`src/rtl/cpu6502_pkg.sv`:
```
// Shared 6502 core types: interrupt sequence kinds and default vector addresses.
package cpu6502_pkg;

  typedef enum logic [1:0] {
    KIND_RESET = 2'b00,
    KIND_NMI   = 2'b01,
    KIND_IRQ   = 2'b10,
    KIND_BRK   = 2'b11
  } kind_e;

  localparam logic [15:0] NMI_VECTOR_DEF   = 16'hFFFA;
  localparam logic [15:0] RESET_VECTOR_DEF = 16'hFFFC;
  localparam logic [15:0] IRQ_VECTOR_DEF   = 16'hFFFE;

endpackage

```
`src/rtl/interrupt_sequencer_nmi_edge_detect.sv`:
```
// NMI falling-edge detector with a sticky pending flag; a fresh edge beats a clear.
module nmi_edge_detect (
  input  logic i_clk,
  input  logic i_reset_n,
  input  logic i_clk_en,
  input  logic i_nmi_n,
  input  logic i_clear,
  output logic o_pending
);

  logic nmi_prev_q, nmi_prev_d;
  logic nmi_pending_q, nmi_pending_d;

  always_comb begin
    nmi_prev_d    = i_nmi_n;
    nmi_pending_d = (nmi_prev_q & ~i_nmi_n) | (nmi_pending_q & ~i_clear);
  end

  always_ff @(negedge i_clk or negedge i_reset_n) begin
    if (!i_reset_n) begin
      nmi_prev_q    <= 1'b1;
      nmi_pending_q <= 1'b0;
    end else if (i_clk_en) begin
      nmi_prev_q    <= nmi_prev_d;
      nmi_pending_q <= nmi_pending_d;
    end
  end

  assign o_pending = nmi_pending_q;

endmodule

```
`src/rtl/interrupt_sequencer.sv`:
```
// 6502 interrupt/reset sequencer: picks the pending source at instruction boundaries
// and steers the forced BRK sequence (write suppression, B flag, vector address).
module interrupt_sequencer
  import cpu6502_pkg::*;
#(
  parameter logic [15:0] NMI_VECTOR   = NMI_VECTOR_DEF,
  parameter logic [15:0] RESET_VECTOR = RESET_VECTOR_DEF,
  parameter logic [15:0] IRQ_VECTOR   = IRQ_VECTOR_DEF
) (
  input  logic        i_clk,
  input  logic        i_reset_n,
  input  logic        i_clk_en,
  input  logic        i_nmi_n,
  input  logic        i_irq_n,
  input  logic        i_i_flag,
  input  logic        i_sync,
  input  logic        i_last_cycle,
  input  logic        i_brk_decoded,
  input  logic        i_vector_next,
  input  logic        i_vector_hi,
  output logic        o_force_brk,
  output logic        o_suppress_write,
  output logic        o_b_flag,
  output logic [1:0]  o_kind,
  output logic [15:0] o_vector_addr
);

  logic  reset_pending_q, reset_pending_d;
  logic  irq_pending_q, irq_pending_d;
  logic  force_q, force_d;
  kind_e kind_q, kind_d;

  logic  nmi_pending;
  logic  nmi_clear;
  logic  decide;
  logic  hijack;
  kind_e kind_vec;

  nmi_edge_detect u_nmi_edge_detect (
    .i_clk     (i_clk),
    .i_reset_n (i_reset_n),
    .i_clk_en  (i_clk_en),
    .i_nmi_n   (i_nmi_n),
    .i_clear   (nmi_clear),
    .o_pending (nmi_pending)
  );

  always_comb begin
    // The very first sync after reset is a decision point even without i_last_cycle.
    decide    = i_last_cycle | (i_sync & ~force_q & reset_pending_q);
    hijack    = i_vector_next & nmi_pending & ((kind_q == KIND_IRQ) | (kind_q == KIND_BRK));
    kind_vec  = hijack ? KIND_NMI : kind_q;
    nmi_clear = i_vector_next & (kind_vec == KIND_NMI);

    reset_pending_d = reset_pending_q;
    irq_pending_d   = ~i_irq_n & ~i_i_flag;
    force_d         = force_q;
    kind_d          = kind_vec;

    if (i_brk_decoded && !force_q) begin
      kind_d = KIND_BRK;
    end
    if (i_vector_hi) begin
      force_d = 1'b0;
    end
    // A decision on the sequence's final cycle chains straight into the next one.
    if (decide && (reset_pending_q || nmi_pending || irq_pending_q)) begin
      force_d = 1'b1;
      if (reset_pending_q) begin
        kind_d          = KIND_RESET;
        reset_pending_d = 1'b0;
      end else if (nmi_pending) begin
        kind_d = KIND_NMI;
      end else begin
        kind_d = KIND_IRQ;
      end
    end
  end

  always_ff @(negedge i_clk or negedge i_reset_n) begin
    if (!i_reset_n) begin
      reset_pending_q <= 1'b1;
      irq_pending_q   <= 1'b0;
      force_q         <= 1'b0;
      kind_q          <= KIND_RESET;
    end else if (i_clk_en) begin
      reset_pending_q <= reset_pending_d;
      irq_pending_q   <= irq_pending_d;
      force_q         <= force_d;
      kind_q          <= kind_d;
    end
  end

  always_comb begin
    case (kind_q)
      KIND_RESET: o_vector_addr = RESET_VECTOR;
      KIND_NMI:   o_vector_addr = NMI_VECTOR;
      default:    o_vector_addr = IRQ_VECTOR;
    endcase
  end

  assign o_force_brk      = force_q;
  assign o_suppress_write = force_q & (kind_q == KIND_RESET);
  assign o_b_flag         = (kind_q == KIND_BRK) & ~force_q;
  assign o_kind           = kind_q;

endmodule

```
`config.mk`:
```
export PLATFORM = sky130hd
export DESIGN_NAME = interrupt_sequencer
export DESIGN_NICKNAME = d
export VERILOG_FILES = /design/src/rtl/cpu6502_pkg.sv /design/src/rtl/interrupt_sequencer_nmi_edge_detect.sv /design/src/rtl/interrupt_sequencer.sv
export SDC_FILE = /design/constraint.sdc
export NUM_CORES = 1
export LEC_CHECK = 0
export BUFFER_PORTS_ARGS = -buffer_cell sky130_fd_sc_hd__buf_2
export CORE_AREA = 3 3 40 42
export CTS_CLUSTER_DIAMETER = 60
export CTS_CLUSTER_SIZE = 12
export DETAILED_ROUTE_END_ITERATION = 10
export DIE_AREA = 0 0 43 45
export PLACE_DENSITY = 0.81
export SYNTH_ARGS = -nofsm -noshare
export SYNTH_HDL_FRONTEND = slang
export SYNTH_HIERARCHICAL = 1
export SYNTH_SLANG_ARGS = --single-unit
export TNS_END_PERCENT = 100
```
`constraint.sdc`:
```
create_clock -name i_clk -period 2.05 [get_ports i_clk]
set_input_delay 0.3075 -clock i_clk [delete_from_list [all_inputs] [get_ports i_clk]]
set_output_delay 0.3075 -clock i_clk [all_outputs]
set_load 0.01 [all_outputs]
```
==> metrics <==
switching power 239 µW; Mapped Cells 58; largest net degree at the start of global routing 9; WS Path Type flip-flop to output pin; synthesized area 520 µm²; clk sink count 7; leakage 0.000363 µW; proportion of synthesized area in mux cells 0.0505; Die Width 43 µm; CTS tree yes; # Max-Cap Violations 0; met2 usage 0.159; Skew-Pair Late Insertion Delay 0.31 ns; Fill cells 125; fin cells 98; # nets final 95; gpl congestion 0.815; initial antenna violation count 0; Post-Synth Simple-Gate Area 0.192; starting density of the core 0.405; # diodes 0; Tightest Hold Check Type flip-flop to flip-flop; total gr overflow 0; DR iter-0 viols 4; Register Area 178 µm²; largest family of logic cells by synthesized area buffers and inverters; total power 664 µW; GRT busiest layer met2; core area 0.00128 mm²; met3 GRT Util 0.0279; Util after Layout 0.512; Seq pwr share 0.315; Synth cell types 25; Inst Count DP 93; vias in the first global route 376; drt via density 4.39; Multi-input gate area 278 µm²; run status finished, violations left; layout cells sized above 1 0.434; Register-to-Register Setup Slack 0.71 ns; Comb power frac 0.471; internal power 425 µW; H-tree levels 1; crit path max fanout 3; pwr/cell area 1010 mW/mm²; Clock Root Buffer clkbuf_4; Worst Setup Start Kind flip-flop; DR vias 430; Critical Path RT 1.74 ns; drt first pass iters 4; Area Overhead vs Synth 26.4%; number of I/O port buffers 17; Setup Skew 0.0475 ns; XOR/XNOR Fraction of Synth Area 0; Final Max Slew Viols 0; RSZ-0062 raised after global routing true; setup ws final -0.339 ns; sw frac 0.360; Rows 13; first-pass GRT wire length 1.44 mm; GRT Total Usage 0.101; syn avg cell area 8.97 µm²; WHS 0.469 ns; post-synthesis compound-gate area fraction 0.171; endpoints failing setup 7; Hold Vio Cnt, Final 0; routed len/inst 9.81 µm; #FFs+latches synth 7; Worst EP arrival 2.08 ns; grt met1 use 0.119; Reg clk slew, reported paths 0.04 ns; final WL 961 µm; CTS max path bufs 2; Die Y 45 µm; Synth Warn # 6; die area 0.00194 mm²; residual DRC count 0; cts bufs inserted 3; IO Pins 32; post-detail-place hpwl 812 µm; CP Capture Type output pin; Routed Antenna Nets 0; hold_buf cts 0; Clk pwr share 0.215; Max IR drop VDD 591 µV; sequential cell area fraction in the yosys report 0.341; adder-cell share of the synthesized area 0; violated checks setup timing
[per-stage QoR]
| step | setup TNS [ns] | cell area, µm² | setup WS [ns] |
|---|---|---|---|
| after floorplan | -0.141 | 576 | -0.0808 |
| after global placement | -0.513 | 612 | -0.154 |
| after detailed placement | -0.592 | 612 | -0.192 |
| after CTS | -1.95 | 658 | -0.350 |
| after global routing | -2.15 | 658 | -0.374 |
| final | -1.90 | 658 | -0.339 |
[power groups by stage]
stage / combinational (µW) / clock [µW] / sequential (µW)
after floorplan: 175 / 12.2 / 227
after CTS: 317 / 145 / 208
after global routing: 342 / 153 / 213
after global placement: 284 / 12.2 / 212
final: 312 / 143 / 209
after detailed placement: 290 / 12.2 / 214
[Yosys cell counts]
library cell	instances	share of area
nor2b_1	3	0.036
and3b_1	1	0.017
mux2_4	1	0.029
and2_1	1	0.012
and3_1	1	0.012
a32o_1	1	0.019
o41ai_2	1	0.031
nand2_1	7	0.050
conb_1	2	0.014
dfrtn_1	5	0.24
buf_4	14	0.20
o21ba_1	1	0.019
inv_1	4	0.029
a41o_1	1	0.019
o21a_1	1	0.014
and3_2	1	0.014
o21ai_0	2	0.019
mux2_2	1	0.022
a211o_1	1	0.017
nor2_1	2	0.014
nand2b_1	1	0.012
a21boi_0	1	0.014
o221ai_1	1	0.017
or2_2	2	0.024
dfstp_2	2	0.10
[per-layer routing]
layer  vias to the layer above  share of wire
li1                        217              -
met1                       188           0.41
met2                        23           0.48
met3                         2          0.093
met4                         0          0.014
met5                         -              0
[path summary, 6_finish.rpt]
path | from | end | cells after the start
worst max-delay path | o_kind[1]$_DFFE_NN0P_ | o_suppress_write | 3
worst min-delay path | irq_pending_q$_DFFE_NN0P_ | irq_pending_q$_DFFE_NN0P_ | 1
worst max register to register | reset_pending_q$_DFFE_NN1P_ | o_kind[0]$_DFFE_NN0P_ | 3
worst min register to register | irq_pending_q$_DFFE_NN0P_ | irq_pending_q$_DFFE_NN0P_ | 1
max in group asynchronous | i_reset_n | u_nmi_edge_detect/nmi_prev_q$_DFFE_NN1P_ | 1
min in group asynchronous | i_reset_n | irq_pending_q$_DFFE_NN0P_ | 1
[cell type report]
cell class	instances	share of cell area
Clock inverter	2	0.0114
Sequential cell	7	0.270
Tap cell	15	0.0285
Inverter	2	0.0114
Multi-Input combinational cell	45	0.422
Clock buffer	4	0.0399
Timing Repair Buffer	23	0.217
[state kept, by name, summed over array words and instances, names as in the netlist]
signal / cells
u_nmi_edge_detect/o_pending: 1
irq_pending_q: 1
u_nmi_edge_detect/nmi_prev_q: 1
reset_pending_q: 1
o_kind: 2
o_force_brk: 1
[critical path, cell delays in order, from the launching register on]
cell,delay [ns]
dfrtn_1,0.35
or2_4,0.26
nor2_4,0.08
buf_6,0.10
[cell families (layout without fill, tap and decap cells)]
| family | Yosys count | count (layout) |
|---|---|---|
| flip-flops | 7 | 7 |
| AO/OA/AOI/OAI | 10 | 10 |
| AND/OR/NAND/NOR | 19 | 19 |
| other | 2 | 14 |
| buffers and inverters | 18 | 31 |
| multiplexers | 2 | 2 |
[cells in the final DEF (no fill, tap or decap), types with 2 or more instances in the layout]
master and count:
nand2_1 7, dfrtn_1 5, dfstp_2 2, clkbuf_4 3, buf_6 2, conb_1 14, inv_1 3, nor2b_1 3
o21ai_0 2, buf_2 15, buf_4 6
[timing repair]
item                       CTS  global route
setup endpoints to repair    7             7
resized for setup            2             0
pin swaps                    1             0
setup buffers                1             0
Power figures use the tool's default switching activity.
